`src/rtl/riscv_pkg.sv`:
```
// rtl/riscv_pkg.sv - shared RV32I constants, instruction-type codes and fetch buffer entry type
package riscv_pkg;

  localparam int XLEN = 32;
  localparam logic [XLEN-1:0] NOP_INSTR = 32'h0000_0013;

  typedef enum logic [6:0] {
    OPC_LOAD   = 7'b0000011,
    OPC_OP_IMM = 7'b0010011,
    OPC_AUIPC  = 7'b0010111,
    OPC_STORE  = 7'b0100011,
    OPC_OP     = 7'b0110011,
    OPC_LUI    = 7'b0110111,
    OPC_BRANCH = 7'b1100011,
    OPC_JALR   = 7'b1100111,
    OPC_JAL    = 7'b1101111,
    OPC_SYSTEM = 7'b1110011
  } opcode_e;

  typedef enum logic [2:0] {
    ITYPE_R,
    ITYPE_I,
    ITYPE_S,
    ITYPE_B,
    ITYPE_U,
    ITYPE_J,
    ITYPE_N
  } instr_type_e;

  typedef struct packed {
    logic [XLEN-1:0] pc;
    logic [XLEN-1:0] instr;
  } fetch_entry_t;

endpackage

```
`src/rtl/fetch_fifo.sv`:
```
// rtl/fetch_fifo.sv - synchronous {pc, instr} fetch buffer with push/pop/flush and occupancy count
module fetch_fifo
  import riscv_pkg::*;
#(
  parameter int DEPTH = 2
) (
  input  logic                   clk,
  input  logic                   rst_n,
  input  logic                   flush,
  input  logic                   push,
  input  fetch_entry_t           push_data,
  input  logic                   pop,
  output fetch_entry_t           head,
  output logic [$clog2(DEPTH):0] count
);

  localparam int PW = $clog2(DEPTH);
  localparam int CW = PW + 1;

  fetch_entry_t  mem [DEPTH];
  logic [PW-1:0] wr_ptr;
  logic [PW-1:0] rd_ptr;
  logic          do_push;
  logic          do_pop;

  // Flush wins over everything issued in the same cycle.
  assign do_push = push && !flush;
  assign do_pop  = pop && !flush && (count != '0);

  always_ff @(posedge clk or negedge rst_n) begin
    if (!rst_n) begin
      wr_ptr <= '0;
      rd_ptr <= '0;
      count  <= '0;
    end else if (flush) begin
      wr_ptr <= '0;
      rd_ptr <= '0;
      count  <= '0;
    end else begin
      if (do_push) wr_ptr <= wr_ptr + PW'(1);
      if (do_pop)  rd_ptr <= rd_ptr + PW'(1);
      case ({do_push, do_pop})
        2'b10:   count <= count + CW'(1);
        2'b01:   count <= count - CW'(1);
        default: count <= count;
      endcase
    end
  end

  always_ff @(posedge clk) begin
    if (do_push) mem[wr_ptr] <= push_data;
  end

  assign head = mem[rd_ptr];

endmodule

```
`src/rtl/instr_fetch.sv`:
```
// rtl/instr_fetch.sv - RV32I fetch stage: PC, single-outstanding imem reads, fetch buffer to decode
// Optional fetch_count pop counter enabled by defining IFETCH_PERF_CNT_EN.
module instr_fetch
  import riscv_pkg::*;
#(
  parameter logic [31:0] RESET_PC   = 32'h0000_0000,
  parameter int          FIFO_DEPTH = 2
) (
  input  logic        clk,
  input  logic        rst_n,
  output logic        imem_req,
  output logic [31:0] imem_addr,
  input  logic        imem_gnt,
  input  logic        imem_rvalid,
  input  logic [31:0] imem_rdata,
  input  logic        redirect_valid,
  input  logic [31:0] redirect_pc,
  output logic        id_valid,
  input  logic        id_ready,
  output logic [31:0] id_instr,
  output logic [31:0] id_pc,
  output logic [6:0]  id_opcode,
  output logic [2:0]  id_funct3
`ifdef IFETCH_PERF_CNT_EN
  ,
  output logic [31:0] fetch_count
`endif
);

  localparam int CW = $clog2(FIFO_DEPTH) + 1;
  localparam logic [CW-1:0] DEPTH_CNT = CW'(FIFO_DEPTH);

  typedef enum logic [1:0] {
    IDLE,
    REQ,
    WAIT
  } state_e;

  state_e       state;
  state_e       state_nxt;
  logic [31:0]  pc;
  logic [31:0]  req_addr;
  logic         drop;
  logic [31:0]  redirect_tgt;
  logic [CW-1:0] fifo_count;
  logic         fifo_push;
  logic         fifo_pop;
  fetch_entry_t push_entry;
  fetch_entry_t head_entry;

  assign redirect_tgt = redirect_pc & 32'hFFFF_FFFC;

  always_ff @(posedge clk or negedge rst_n) begin
    if (!rst_n) state <= IDLE;
    else        state <= state_nxt;
  end

  // No request is in flight in IDLE, so the FIFO count alone decides whether a slot is free.
  always_comb begin
    state_nxt = state;
    case (state)
      IDLE:    if (redirect_valid || (fifo_count < DEPTH_CNT)) state_nxt = REQ;
      REQ:     if (imem_gnt) state_nxt = WAIT;
      WAIT:    if (imem_rvalid) state_nxt = IDLE;
      default: state_nxt = IDLE;
    endcase
  end

  // req_addr holds the issued address so a redirect can move pc without disturbing a pending request.
  always_ff @(posedge clk or negedge rst_n) begin
    if (!rst_n) begin
      pc       <= RESET_PC;
      req_addr <= RESET_PC;
      drop     <= 1'b0;
    end else begin
      case (state)
        IDLE: begin
          if (redirect_valid) begin
            pc       <= redirect_tgt;
            req_addr <= redirect_tgt;
          end else if (state_nxt == REQ) begin
            req_addr <= pc;
          end
        end
        REQ: begin
          if (redirect_valid) begin
            pc   <= redirect_tgt;
            drop <= 1'b1;
          end else if (imem_gnt && !drop) begin
            pc <= pc + 32'd4;
          end
        end
        WAIT: begin
          if (redirect_valid) pc <= redirect_tgt;
          if (imem_rvalid)         drop <= 1'b0;
          else if (redirect_valid) drop <= 1'b1;
        end
        default: ;
      endcase
    end
  end

  assign fifo_push        = (state == WAIT) && imem_rvalid && !drop && !redirect_valid;
  assign fifo_pop         = id_valid && id_ready;
  assign push_entry.pc    = req_addr;
  assign push_entry.instr = imem_rdata;

  fetch_fifo #(
    .DEPTH(FIFO_DEPTH)
  ) u_fifo (
    .clk      (clk),
    .rst_n    (rst_n),
    .flush    (redirect_valid),
    .push     (fifo_push),
    .push_data(push_entry),
    .pop      (fifo_pop),
    .head     (head_entry),
    .count    (fifo_count)
  );

  assign imem_req  = (state == REQ);
  assign imem_addr = req_addr;
  assign id_valid  = (fifo_count != '0);
  assign id_instr  = head_entry.instr;
  assign id_pc     = head_entry.pc;
  assign id_opcode = head_entry.instr[6:0];
  assign id_funct3 = head_entry.instr[14:12];

`ifdef IFETCH_PERF_CNT_EN
  always_ff @(posedge clk or negedge rst_n) begin
    if (!rst_n)                          fetch_count <= 32'd0;
    else if (fifo_pop && !redirect_valid) fetch_count <= fetch_count + 32'd1;
  end
`endif

endmodule

```
`config.mk`:
```
export PLATFORM = sky130hd
export DESIGN_NAME = instr_fetch
export DESIGN_NICKNAME = d
export VERILOG_FILES = /design/src/rtl/riscv_pkg.sv /design/src/rtl/fetch_fifo.sv /design/src/rtl/instr_fetch.sv
export SDC_FILE = /design/constraint.sdc
export NUM_CORES = 1
export LEC_CHECK = 0
export ABC_AREA = 1
export BUFFER_PORTS_ARGS = -buffer_cell sky130_fd_sc_hd__buf_2
export CORE_ASPECT_RATIO = 2
export CORE_MARGIN = 5
export CORE_UTILIZATION = 48
export DETAILED_ROUTE_END_ITERATION = 12
export HOLD_SLACK_MARGIN = 0.02
export PLACE_DENSITY = 0.67
export SYNTH_ARGS = -nofsm -noshare
export SYNTH_HDL_FRONTEND = slang
export SYNTH_SLANG_ARGS = --single-unit
```
`constraint.sdc`:
```
create_clock -name clk -period 5.3 [get_ports clk]
set_input_delay 0 -clock clk [delete_from_list [all_inputs] [get_ports clk]]
set_output_delay 0 -clock clk [all_outputs]
set_load 0.005 [all_outputs]
```
==> results of run 1 <==
[area by class of cell]
| cell class | instances | area (sq um) | area share [%] |
|---|---|---|---|
| Clock buffer | 23 | 448 | 4.02 |
| Clock inverter | 9 | 86.3 | 0.775 |
| Inverter | 69 | 259 | 2.32 |
| Multi-Input combinational cell | 678 | 2980 | 26.7 |
| Sequential cell | 194 | 5490 | 49.2 |
| Tap cell | 219 | 274 | 2.46 |
| Timing Repair Buffer | 251 | 1610 | 14.5 |
[flip-flops by register name, indices dropped and copies added, names as in the netlist]
name	flops
drop	1
state	2
pc	30
u_fifo.wr_ptr	1
u_fifo.rd_ptr	1
u_fifo.count	2
imem_addr	31
u_fifo.mem	126
[tightest hold or removal path: cells and delay by family]
| family | cells | cell delay [ns] |
|---|---|---|
| buffers and inverters | 2 | 0.31 |
| AO/OA/AOI/OAI | 2 | 0.20 |
[synth_stat cells (all sizes together)]
master,number
a21oi,25
o221ai,2
clkbuf,18
ha,7
nand4,9
o211ai,4
a22oi,5
o31ai,1
a21boi,6
inv,69
nor3,3
o22ai,4
or2,1
nand3b,8
nor3b,1
o21ai,49
buf,38
nor2,73
dfrtp,68
nand3,75
nand2,405
edfxtp,126
[timing repair]
item | in CTS | in global routing
resized for setup | 0 | 0
hold endpoints to repair | 187 | 0
hold buffers | 66 | 0
endpoints found under the setup margin | 0 | 0
setup buffers | 0 | 0
[per-layer routing]
metal | track usage [%] | part of all wire (%) | vias to the layer above
met2 | 38.3 | 55 | 173
met3 | 3.39 | 3.8 | 38
met5 | 0 | 0 | -
met1 | 23.1 | 38 | 3334
li1 | - | - | 3680
met4 | 8.64 | 3.0 | 0
[cell families (layout without fill, tap and decap cells)]
group                    after synthesis  after routing  synth area share (%)
adder cells (fa/ha/maj)                7              7                 0.974
AO/OA/AOI/OAI                         96             96                  5.93
AND/OR/NAND/NOR                      575            575                  26.0
flip-flops                           194            194                  61.0
buffers and inverters                125            352                  6.08
[final timing paths]
kind                                     start                 to  slack, ns
worst max register to register        state[0]      imem_addr[21]       2.44
min in group asynchronous                rst_n               drop       0.32
max in group asynchronous                rst_n      u_fifo.rd_ptr       4.35
worst min register to register   imem_addr[16]  u_fifo.mem[1][48]       0.49
worst min-delay path            redirect_valid      u_fifo.rd_ptr       0.14
worst max-delay path                  state[0]      imem_addr[21]       2.44
[power groups by stage]
stage / Clock [mW] / Combinational, mW / Sequential [mW]
2_1_floorplan: 0 / 1.30 / 2.18
3_3_place_gp: 0 / 1.82 / 2.24
3_5_place_dp: 0 / 1.87 / 2.25
4_1_cts: 1.20 / 1.91 / 2.22
5_1_grt: 1.25 / 2.17 / 2.26
6_report: 1.17 / 1.89 / 2.22
==> results.sh, run 1 <==
export IMPL_design_core_area_sq_um=18700
export IMPL_layout_commonest_cell="nand2_1"
export IMPL_die_w_microns=107
export IMPL_ys_types=28
export IMPL_synth_seq_cells=194
export IMPL_cp_end_kind="flop"
export IMPL_layout_drive_gt1_share_pct=18.8
export IMPL_antennaDiodeCount=0
export IMPL_critPathLaunchType="flop"
export IMPL_final_util_pct=59.7
export IMPL_portBuffers=175
export IMPL_routed_wl_mm=22.2
export IMPL_dr_first_iter_drc_count=367
export IMPL_critical_path_depth=13
export IMPL_netlist_instances=997
export IMPL_ir_drop_mv=0.259
export IMPL_power_mw=5.28
export IMPL_gp_congestion=0.897
export IMPL_max_slew_margin_pct=37.5
export IMPL_required_ns=5.61
export IMPL_syn_area_per_cell_sq_um=9.02
export IMPL_hold_path_class="input pin to flop"
export IMPL_reg2reg_depth=13
export IMPL_rsz0062_at_grt="false"
export IMPL_whs_path_depth=4
export IMPL_worstPathArrival_ns=3.17
export IMPL_power_frac_comb_pct=35.8
export IMPL_path_clk_slew_ns=0.07
export IMPL_slowest_delay_ns=0.63
export IMPL_synth_area_leaders="edfxtp_1 42%, dfrtp_1 19%, nand2_1 17%, nand3_1 4.2%, inv_1 2.7%"
export IMPL_p_seq_share_pct=42.1
export IMPL_holdWs_ns=0.145
export IMPL_power_leakage_nw=5.10
export IMPL_switching_power_mw=2.02
export IMPL_period_needed_ns=2.86
export IMPL_clockRootBuffer="clkbuf_16"
export IMPL_path_buf_inv=4
export IMPL_grt_max_degree=69
export IMPL_timing_max_cap_violations=0
export IMPL_crit_top_cell="nand2_1"
export IMPL_netlist_area_sq_um=8990
export IMPL_die_area_sq_um=21700
export IMPL_cp_max_fo=35
export IMPL_syn_to_final_growth_pct=23.9
export IMPL_slowest_stage="nand2_1"
export IMPL_finalSetupViolCount=0
export IMPL_routedWlPerCell_microns=15.4
export IMPL_dp_hpwl_mm=15.3
export IMPL_intPower_mw=3.26
export IMPL_synth_largest_area_cell="edfxtp_1"
export IMPL_dp_cells=1345
export IMPL_viasPerCell=5.01
export IMPL_nNetsFinal=1288
export IMPL_h_tree_depth=4
export IMPL_clockBufferDepth=2
export IMPL_cts_tree="done"
export IMPL_fmaxAchievable_mhz=349
export IMPL_antenna_violating_nets_post_route=0
export IMPL_overflow=0
export IMPL_synth_top_cell_area_share_pct=42.1
export IMPL_fin_area_sq_um=11100
export IMPL_synth_nets=1074
export IMPL_drv_slew=0
export IMPL_fp_row_count=71
export IMPL_drc=0
export IMPL_io_pins=178
export IMPL_vias=7225
export IMPL_path_cells="inv_1, ha_1, buf_4, inv_2, nand3_1, nand2_1, nor2_2, o21ai_1, nand2_1, buf_4, nand2_1, nand2_1, nand2_1"
export IMPL_worstMarginPinSlew_ns=0.936
export IMPL_cts_buffers=17
export IMPL_cp_top_family="simple AND/OR/NAND/NOR gates"
export IMPL_fin_ws_ns=2.44
export IMPL_clk_latency_ns=0.42
export IMPL_yosysWarningCount=0
export IMPL_place_area_sq_um=9950
export IMPL_seq_area_frac_synth_pct=61.0
export IMPL_antenna_found_initial=0
export IMPL_finalNonFillerCells=1443
export IMPL_mostFrequentLayoutCells="405 x nand2_1, 175 x buf_2, 126 x edfxtp_1"
export IMPL_fin_worst_skew_ns=0.0118
export IMPL_numClockSinks=194
export IMPL_fill_cells=1656
export IMPL_first_global_vias=7010
export IMPL_fin_crit_sh_pct=54.0
export IMPL_status="complete, no violations"
export IMPL_grt_first_pass_wirelength_mm=35.2
export IMPL_chipHeight_microns=204
export IMPL_final_setup_tns_ns=0
export IMPL_worst_setup_path_type="flop to flop"
export IMPL_power_density_nw_per_um2=474
export IMPL_grt_use_total_pct=20.7
export IMPL_switching_share_pct=38.3
export IMPL_power_frac_clock_pct=22.1
export IMPL_drtPass1Iterations=5
export IMPL_place_ws_ns=2.40
export IMPL_hold_violations=0
export IMPL_start_util_pct=48.2
Power figures use the tool's default switching activity.
==> run 2, diff against run 1 <==
--- a/config.mk
+++ b/config.mk
@@ -5,14 +5,14 @@
 export SDC_FILE = /design/constraint.sdc
 export NUM_CORES = 1
 export LEC_CHECK = 0
-export ABC_AREA = 1
+export ABC_AREA = 0
 export BUFFER_PORTS_ARGS = -buffer_cell sky130_fd_sc_hd__buf_2
 export CORE_ASPECT_RATIO = 2
 export CORE_MARGIN = 5
 export CORE_UTILIZATION = 48
 export DETAILED_ROUTE_END_ITERATION = 12
 export HOLD_SLACK_MARGIN = 0.02
-export PLACE_DENSITY = 0.67
+export PLACE_DENSITY = 0.7
 export SYNTH_ARGS = -nofsm -noshare
 export SYNTH_HDL_FRONTEND = slang
 export SYNTH_SLANG_ARGS = --single-unit
==> constraint.sdc (replaced) <==
create_clock -name clk -period 2.6 [get_ports clk]
set_input_delay 0 -clock clk [delete_from_list [all_inputs] [get_ports clk]]
set_output_delay 0 -clock clk [all_outputs]
set_load 0.005 [all_outputs]
==> results.sh, run 2 <==
export IMPL_cts_tree="done"
export IMPL_synth_edf_count=126
export IMPL_yosysWarningCount=0
export IMPL_synth_area_leaders="edfxtp_1 43%, dfrtp_1 20%, mux2_2 8.4%, a21oi_1 4.1%, mux2i_1 3.3%"
export IMPL_chipHeight_microns=200
export IMPL_io_pins=178
export IMPL_period_needed_ns=2.21
export IMPL_overflow=0
export IMPL_die_area_sq_um=21100
export IMPL_gp_congestion=0.923
export IMPL_grt_use_total_pct=21.0
export IMPL_dr_first_iter_drc_count=353
export IMPL_whs_endpoint="pc[23]"
export IMPL_clockBufferDepth=2
export IMPL_power_density_nw_per_um2=933
export IMPL_numClockSinks=194
export IMPL_ir_drop_mv=1.07
export IMPL_synth_top_cell_area_share_pct=43.5
export IMPL_synth_seq_cells=194
export IMPL_antennaDiodeCount=0
export IMPL_synth_flop_cell="edfxtp_1"
export IMPL_critPathLaunchType="flop"
export IMPL_place_ws_ns=0.426
export IMPL_layout_commonest_cell="buf_2"
export IMPL_worst_r2r_startpoint="state[1]"
export IMPL_vias=6363
export IMPL_first_global_vias=6672
export IMPL_cp_max_fo=9
export IMPL_grtUsageMet2_pct=38.6
export IMPL_clockRootBuffer="clkbuf_16"
export IMPL_final_setup_tns_ns=0
export IMPL_synth_largest_area_cell="edfxtp_1"
export IMPL_gr_usage_met3_pct=3.90
export IMPL_post_cts_setup_buffers=0
export IMPL_synthArstFlopShare_pct=35.1
export IMPL_rr_endpoint="pc[24]"
export IMPL_drv_slew=0
export IMPL_netlist_instances=678
export IMPL_dp_hpwl_mm=15.4
export IMPL_regMostFlops="u_fifo.mem"
export IMPL_multi_input_area_sq_um=2970
export IMPL_holdCritStartpoint="redirect_pc[23]"
export IMPL_r2r_setup_slack_ns=0.39
export IMPL_fmaxAchievable_mhz=452
export IMPL_whs_path_depth=3
export IMPL_place_area_sq_um=9850
export IMPL_cts_buffers=17
export IMPL_clk_latency_ns=0.43
export IMPL_ys_types=61
export IMPL_fin_ws_ns=0.388
export IMPL_synth_most_common_cell="edfxtp_1"
export IMPL_final_util_pct=62.2
export IMPL_viasPerCell=5.63
export IMPL_drtPass1Iterations=5
export IMPL_routed_wl_mm=22.3
export IMPL_path_clk_slew_ns=0.07
export IMPL_grtUsageMet1_pct=22.9
export IMPL_largest_reg_flops=126
export IMPL_seq_area_frac_synth_pct=63.0
export IMPL_antenna_violating_nets_post_route=0
export IMPL_holdWs_ns=0.0369
export IMPL_syn_to_final_growth_pct=27.0
export IMPL_h_tree_depth=4
export IMPL_mostFrequentLayoutCells="175 x buf_2, 126 x edfxtp_1, 71 x a21oi_1"
export IMPL_power_leakage_nw=4.36
export IMPL_portBuffers=175
export IMPL_busiest_layer="met2"
export IMPL_rsz0062_at_grt="false"
export IMPL_worstPathArrival_ns=2.52
export IMPL_max_slew_margin_pct=45.6
export IMPL_start_util_pct=48.9
export IMPL_hold_violations=0
export IMPL_synth_nets=755
export IMPL_worst_setup_path_type="flop to flop"
export IMPL_die_w_microns=105
export IMPL_timing_max_cap_violations=0
export IMPL_routedWlPerCell_microns=19.7
export IMPL_nNetsFinal=981
export IMPL_grt_first_pass_wirelength_mm=35.3
export IMPL_ys_top_cells_by_count="126 x edfxtp_1, 71 x a21oi_1, 68 x dfrtp_1"
export IMPL_design_core_area_sq_um=17800
export IMPL_finalSetupViolCount=0
export IMPL_layout_drive_gt1_share_pct=33.4
export IMPL_grt_max_degree=64
export IMPL_antenna_found_initial=0
export IMPL_reg2reg_depth=7
export IMPL_fill_cells=1392
export IMPL_fin_worst_skew_ns=0.0175
export IMPL_worstMarginPinSlew_ns=0.809
export IMPL_fin_area_sq_um=11100
export IMPL_cts_hold_buf=66
export IMPL_hold_path_class="input pin to flop"
export IMPL_status="complete, no violations"
export IMPL_required_ns=2.90
export IMPL_syn_area_per_cell_sq_um=12.8
export IMPL_seqCellArea_sq_um=5490
export IMPL_fp_row_count=69
export IMPL_fin_crit_sh_pct=85.1
export IMPL_netlist_area_sq_um=8700
export IMPL_cp_end_kind="flop"
export IMPL_cts_resized_gates=0
export IMPL_drc=0
==> run 2: metrics by stage <==
step	std cells	total power, mW
after floorplan	678	6.60
after detailed placement	1032	7.86
after CTS	1130	10.3
after global routing	1130	10.9
final	1130	10.3
after global placement	1032	7.69
==> run 2: kinds of logic after synthesis <==
kind of cell    after synthesis  share of synthesized area (%)
compound gates              148                           10.3
xor+xnor                      3                          0.302
fa+ha+maj                     7                           1.01
buf+inv                      62                           3.38
flops                       194                           63.0
mux                          94                           11.7
simple gates                170                           10.2
==> run 2: worst max-delay path, cell delays in order (launching register included) <==
cell	delay [ns]
dfrtp_1	0.47
inv_1	0.14
ha_1	0.31
nor2_1	0.50
and4_1	0.32
a31oi_1	0.09
o21ai_0	0.16
o31ai_1	0.09
==> run 2: cell type report <==
| type | count | share of cell area, % |
|---|---|---|
| Inverter | 9 | 0.306 |
| Clock buffer | 21 | 4.18 |
| Multi-Input combinational cell | 422 | 26.9 |
| Clock inverter | 11 | 0.702 |
| Sequential cell | 194 | 49.6 |
| Timing Repair Buffer | 260 | 15.9 |
| Tap cell | 213 | 2.41 |
==> run 2: worst max-delay path by stage <==
stage | startpoint | to | slack (ns) | cells past startpoint
final | state[1] | pc[24] | 0.39 | 7
after global routing | state[1] | pc[24] | 0.18 | 7
after CTS | pc[2] | pc[16] | 0.41 | 6
after detailed placement | pc[2] | pc[16] | 0.43 | 6
after global placement | state[1] | pc[24] | 0.55 | 7
after floorplan | state[0] | u_fifo.mem[1][0] | -0.47 | 4
==> run 2: layer usage <==
metal / share of wire [%] / up-vias
met4: 3.6 / 0
met1: 36 / 3111
li1: - / 2975
met2: 55 / 226
met5: 0 / -
met3: 5.2 / 51
==> run 2: where the power goes <==
part / switching, mW / internal, mW / total (mW)
clock: 1.12 / 1.29 / 2.40
sequential: 0.684 / 3.97 / 4.65
combinational: 1.92 / 1.34 / 3.26
total: 3.72 / 6.59 / 10.3
